<file path="config.mk">
export PLATFORM = sky130hd
export DESIGN_NAME = dco_nco
export DESIGN_NICKNAME = d
export VERILOG_FILES = /design/src/rtl/dco_nco.sv
export SDC_FILE = /design/constraint.sdc
export NUM_CORES = 1
export LEC_CHECK = 0
export CAP_MARGIN = 10
export CELL_PAD_IN_SITES_DETAIL_PLACEMENT = 1
export CELL_PAD_IN_SITES_GLOBAL_PLACEMENT = 2
export CORE_MARGIN = 5
export CORE_UTILIZATION = 34
export DETAILED_ROUTE_END_ITERATION = 8
export GPL_ROUTABILITY_DRIVEN = 0
export PLACE_DENSITY = 0.85
export RECOVER_POWER = 25
export SLEW_MARGIN = 20
export SYNTH_ARGS = -nofsm -noshare
export SYNTH_HDL_FRONTEND = slang
export SYNTH_SLANG_ARGS = --single-unit
export TNS_END_PERCENT = 100
</file>
<file path="constraint.sdc">
create_clock -name clk -period 2.64 [get_ports clk]
set_input_delay 0.264 -clock clk [delete_from_list [all_inputs] [get_ports clk]]
set_output_delay 0.264 -clock clk [all_outputs]
set_load 0.03 [all_outputs]
</file>
<file path="src/rtl/dco_nco.sv">
// Phase-accumulator DCO: signed control word -> clamped FCW -> accumulator MSB as pll_clk; DCO_DITHER_EN adds LFSR dither to the FCW LSBs.
// Latency: control captured at edge N, FCW/sat registered at N+1, new phase step applied at N+2.
// No backpressure: ctrl_valid is a strobe or level and every edge accepts; enable=0 parks the phase at 0.
module dco_nco #(
    parameter int ACC_W       = 24,
    parameter int CTRL_W      = 16,
    parameter int FCW_NOM     = 4194304,
    parameter int GAIN_SHIFT  = 5,
    parameter int FCW_MIN     = 3670016,
    parameter int FCW_MAX     = 4718592,
    parameter int DITHER_BITS = 4
) (
    input  logic                     clk,
    input  logic                     rst,
    input  logic                     enable,
    input  logic                     ctrl_valid,
    input  logic signed [CTRL_W-1:0] control,
    output logic                     pll_clk,
    output logic                     wrap,
    output logic [ACC_W-1:0]         fcw_out,
    output logic                     sat
);

    // Wide enough that neither the shifted control nor the nominal offset can overflow.
    localparam int SUM_W = ACC_W + CTRL_W + GAIN_SHIFT + 1;
    localparam logic signed [SUM_W-1:0] NOM_S = SUM_W'(FCW_NOM);
    localparam logic signed [SUM_W-1:0] MIN_S = SUM_W'(FCW_MIN);
    localparam logic signed [SUM_W-1:0] MAX_S = SUM_W'(FCW_MAX);

    logic signed [CTRL_W-1:0] ctrl_q;
    logic signed [SUM_W-1:0]  ctrl_ext;
    logic signed [SUM_W-1:0]  sum;
    logic [ACC_W-1:0]         acc;
    logic [ACC_W-1:0]         fcw_eff;
    logic [ACC_W:0]           acc_sum;
    logic [DITHER_BITS-1:0]   dither;

    always_ff @(posedge clk or posedge rst) begin
        if (rst) begin
            ctrl_q <= '0;
        end else if (ctrl_valid) begin
            ctrl_q <= control;
        end
    end

    always_comb begin
        ctrl_ext = {{(SUM_W-CTRL_W){ctrl_q[CTRL_W-1]}}, ctrl_q};
        sum      = NOM_S + (ctrl_ext <<< GAIN_SHIFT);
    end

    always_ff @(posedge clk or posedge rst) begin
        if (rst) begin
            fcw_out <= ACC_W'(FCW_NOM);
            sat     <= 1'b0;
        end else if (sum > MAX_S) begin
            fcw_out <= ACC_W'(FCW_MAX);
            sat     <= 1'b1;
        end else if (sum < MIN_S) begin
            fcw_out <= ACC_W'(FCW_MIN);
            sat     <= 1'b1;
        end else begin
            fcw_out <= sum[ACC_W-1:0];
            sat     <= 1'b0;
        end
    end

`ifdef DCO_DITHER_EN
    // Fibonacci LFSR x^16+x^14+x^13+x^11+1; only runs while the oscillator runs.
    logic [15:0] lfsr;

    always_ff @(posedge clk or posedge rst) begin
        if (rst) begin
            lfsr <= 16'hACE1;
        end else if (enable) begin
            lfsr <= {lfsr[14:0], lfsr[15] ^ lfsr[13] ^ lfsr[12] ^ lfsr[10]};
        end
    end

    assign dither = lfsr[DITHER_BITS-1:0];
`else
    assign dither = '0;
`endif

    // Dither is added after the clamp on purpose: fcw_out always reports the undithered word.
    assign fcw_eff = fcw_out + ACC_W'(dither);
    assign acc_sum = {1'b0, acc} + {1'b0, fcw_eff};

    always_ff @(posedge clk or posedge rst) begin
        if (rst) begin
            acc     <= '0;
            wrap    <= 1'b0;
            pll_clk <= 1'b0;
        end else if (!enable) begin
            acc     <= '0;
            wrap    <= 1'b0;
            pll_clk <= 1'b0;
        end else begin
            acc     <= acc_sum[ACC_W-1:0];
            wrap    <= acc_sum[ACC_W];
            pll_clk <= acc_sum[ACC_W-1];
        end
    end

endmodule
</file>
Yosys cells after proc, flatten, opt, wreduce, memory -nomap -nowiden
Index checks and enable logic that the tools add are counted.

Bitwise logic cells: 0. $add $sub $neg: 2. Divide/modulo/power cells: 0. Magnitude comparators: 2. Shift operators: 0. Equal/unequal tests: 0. Muxes and demuxes: 7. Multiply operators: 0. Reductions and logical operators: 0.

Operators with widths (count): 24-bit two-way mux (3); 24-bit by 21-bit adder with 25-bit output (first input constant) (1); 24-bit by 24-bit adder with 25-bit output (1); 25-bit by 24-bit greater-than comparator with 1-bit output (second input constant) (1); 25-bit by 23-bit less-than comparator with 1-bit output (second input constant) (1); 1-bit two-way mux (4).

Latch bits: 0. Bits in read-only memories: 0. Register bits: 67. Memories kept: 0. Bits in writable memories: 0. Output and inout bits: 27.

Longest topological paths before layout
Depth in word-level cells: 4. Depth in mapped cells: 8.

Worst setup path after synthesis
Ideal clock, no wire load.

Path kind: register -> register. Start point: register fcw_out[5]. End point: register acc[21]. Library setup time: 0.132 ns. Data arrival time: 2.188 ns. Cell stages (with the launch flop): 9. Data required time: 2.508 ns. Slack: 0.320 ns. Cells stage by stage: dfrtp_1 > ha_1 > fa_1 > a211oi_2 > o211ai_1 > a221oi_2 > a21oi_2 > xnor2_1 > nor2_1.

Word-level cells in the longest chain between the ends: 2.

Ends and longest elaborated chain: from (decl) (RTL line 20) `output logic [ACC_W-1:0] fcw_out,`; from (signal assigned) (RTL line 53) `fcw_out <= ACC_W'(FCW_NOM);`; from (signal assigned) (RTL line 56) `fcw_out <= ACC_W'(FCW_MAX);`; from (signal assigned) (RTL line 59) `fcw_out <= ACC_W'(FCW_MIN);`; 24-bit by 24-bit adder with 25-bit output (RTL line 86) `assign acc_sum = {1'b0, acc} + {1'b0, fcw_eff};`; 24-bit two-way mux (RTL line 93) `end else if (!enable) begin`; to (signal assigned) (RTL line 98) `acc <= acc_sum[ACC_W-1:0];`; to (decl) (RTL line 33) `logic [ACC_W-1:0] acc;`.

No other way between the ends. A chain may end at the register's enable or synchronous reset.

Worst setup path after layout
Ends and elaborated chain as after synthesis.

==> summary.md <==
| Metric | Value |
|---|---|
| PD cells | `782 nW/um^2` |
| RR Startpoint | `fcw_out[5]` |
| Fmax | `0.422 GHz` |
| Die height | `100 um` |
| Post-synthesis sequential area ratio | `48.7%` |
| Max Cap Violations | `0` |
| Critical R2R Capture | `acc[21]` |
| Vias in the first global route | `2101` |
| Worst Hold Path EP | `fcw_out[21]` |
| First-pass GRT wire length | `a little over 10000 um` |
| Peak fanout along the critical path | `3` |
| Pre-antenna DRT Iters | `4` |
| Unrepaired setup endpoints after global routing | `false` |
| Area of the multi-input gates | `1330 sq um` |
| EDFF count, synth | `0` |
| Residual DRC | `0` |
| Critical path class | `flip-flop to flip-flop` |
| H-tree levels | `2` |
| DR WL/cell | `~15 um` |
| DP HPWL | `roughly 4900 um` |
| R2R Setup Slk | `between 0.2 and 0.3 ns` |
| Register bit total from synthesis | `54` |
| Skew-Pair Late Insertion Delay | `0.31 ns` |
| Initial drt markers | `78` |
| Aggregate global routing overflow | `0` |
| Clock Skews | `about 0.0068 ns` |
| CTS root buf | `clkbuf_8` |
| Status | `completed` |
| Critical Path RT | `2.84 ns` |
| Ys flop type | `dfrtp_1` |
| Final Cycle Share | `89.7%` |
| # resized after CTS | `0` |
| Clk buf depth | `2` |
| Synthesized cell area | `between 2000 and 3000 sq um` |
| Post-layout util | `41.5%` |
| Synth Instances | `256` |
| Hold_sp | `ctrl_q[15]` |
| Critical Path Start | `fcw_out[5]` |
| Peak VDD IR | `between 200 and 250 uV` |
| WL final | `6110 um` |
| Yosys Warn Count | `0` |
| DIE AREA | `10100 sq um` |
| ANT cells | `0` |
| Num CTS Buffers | `5` |
| Clk slew on worst S/H paths | `about 0.10 ns` |
| Max-Slew Margin vs Limit | `a little under 30%` |
| Final max-slew violation count | `0` |
| Hold Path Depth | `0` |
| Crit end category | `flip-flop` |
| Mean Syn Cell Area | `10.9 sq um` |
| Post-DRT Antenna Nets | `0` |
| Area leader, netlist | `dfrtp_1` |
| Final Setup Violations | `0` |
| CTS tree | `yes` |
| Share of cells above drive strength 1 | `13.1%` |
| Share of the synthesized area in the top cell type | `47.7%` |
| Vias/cell | `4.90` |
| Min Tclk post-route | `about 2.4 ns` |
| CP arrival | `2.57 ns` |
| Worst Max-Slew Pin Slew | `1.05 ns` |
| Layout area overhead | `21.0%` |
| Fillcell total | `926` |
| Die X | `roughly 100 um` |
| Post-CTS Hold Fix Bufs | `0` |
| IO buf count | `40` |
| P_leak | `between 0.001 and 0.0015 uW` |
| Post-CTS Setup Inserts | `0` |
| Worst Reg-to-Reg Cells | `8` |
| Sequential cell area | `1350 sq um` |
| Gr usage total | `13.0%` |
| Clock sinks | `54` |
| Hold Fails Final Rpt | `0` |
| Post-synth ARST share | `100%` |
| Initial core utilization | `roughly a third` |
| Io pins | `between 40 and 50` |
| Rows | `33` |
| Critical path startpoint category | `flip-flop` |
| Via count | `1976` |
| Core area | `8090 sq um` |
| Count of different cell masters after synthesis | `around 40` |
| Setup_tns | `0 ns` |
| Hold Path Class | `flip-flop to flip-flop` |
| Initial antenna violation count | `0` |
| Final #Nets | `336` |
| Largest net degree at the start of global routing | `30` |
| Synth area leaders | `dfrtp_1, ha_1, mux2_2, and2_1, nor2_1` |
[state kept, by name, indices dropped and copies added, names as in the netlist]
signal,flops
acc,19
fcw_out,17
ctrl_q,16
sat,1
wrap,1
[synthesized netlist by cell type, drive strengths merged (4+ instances only)]
cell     n
a21o     5
a21oi   14
and2    17
buf      8
clkbuf   7
dfrtp   53
ha      18
inv      8
mux2    16
nand2   17
nand3   10
nor2    22
nor3     4
o211ai   4
o21ai   10
xnor2    7
xor2     4
[worst max-delay path: stages, from the launching register on]
cell and delay (ns):
dfrtp_1 0.40, ha_1 0.24, fa_1 0.44, a211oi_2 0.28, o211ai_1 0.15, a221oi_2 0.44
a21oi_2 0.11, xnor2_1 0.15, nor2_1 0.05
[kinds of logic after synthesis]
kind of cell / share of synthesized area (%)
other cells: 0.135
simple gates: 14.4
flops: 48.7
buf+inv: 4.05
compound gates: 13.2
fa+ha+maj: 8.83
xor+xnor: 3.47
mux: 7.21
[cell type report]
| class | instances | area share, % |
|---|---|---|
| flip-flops and latches | 54 | 40.2 |
| multi-input cells | 184 | 39.6 |
| repair buffers | 44 | 12.7 |
| well taps | 105 | 3.91 |
| clock buffers | 6 | 2.16 |
| inverters | 8 | 0.893 |
| clock inverters | 2 | 0.521 |
[through the flow]
step	instances	setup WS [ns]	instance area [sq um]	hold slack [ns]	total power (uW)
floorplan	261	0.320	2800	0.381	1880
global placement	395	0.340	3280	0.376	2150
detailed placement	395	0.284	3280	0.389	2170
CTS	403	0.247	3370	0.346	2660
global route	403	0.137	3360	0.420	2820
finish	403	0.272	3360	0.402	2630
[worst max-delay path by stage]
| stage | endpoint | slack, ns | cells past startpoint |
|---|---|---|---|
| floorplan | acc[21] | 0.32 | 8 |
| global placement | acc[23] | 0.34 | 8 |
| detailed placement | acc[21] | 0.28 | 8 |
| CTS | acc[23] | 0.25 | 8 |
| global route | acc[21] | 0.14 | 8 |
| finish | acc[21] | 0.27 | 8 |
[per-layer routing]
layer / up-vias / global-route usage (%) / share of wire (%)
li1: 961 / - / -
met1: 972 / 17.8 / 47
met2: 36 / 21.2 / 49
met3: 7 / 1.95 / 3.0
met4: 0 / 4.35 / 1.6
met5: - / 0 / 0
[where the power goes]
group          leakage, uW  switching, uW  total [uW]  internal (uW)
Sequential        0.000676           87.4        1070            979
Clock            0.0000462            280         475            195
Combinational     0.000770            629        1090            459
Total              0.00149            997        2630           1630
[placed cells by master, fill, tap and decap left out, drive strengths merged, types with 10 or more instances in the layout]
master / netlist / final
inv: 8 / 10
a21oi: 14 / 14
mux2: 16 / 16
and2: 17 / 17
ha: 18 / 18
o21ai: 10 / 10
clkdlybuf4s50: 0 / 39
nand3: 10 / 10
nor2: 22 / 22
dfrtp: 53 / 53
nand2: 17 / 17
Note: power is estimated with default switching activity, not from simulation.
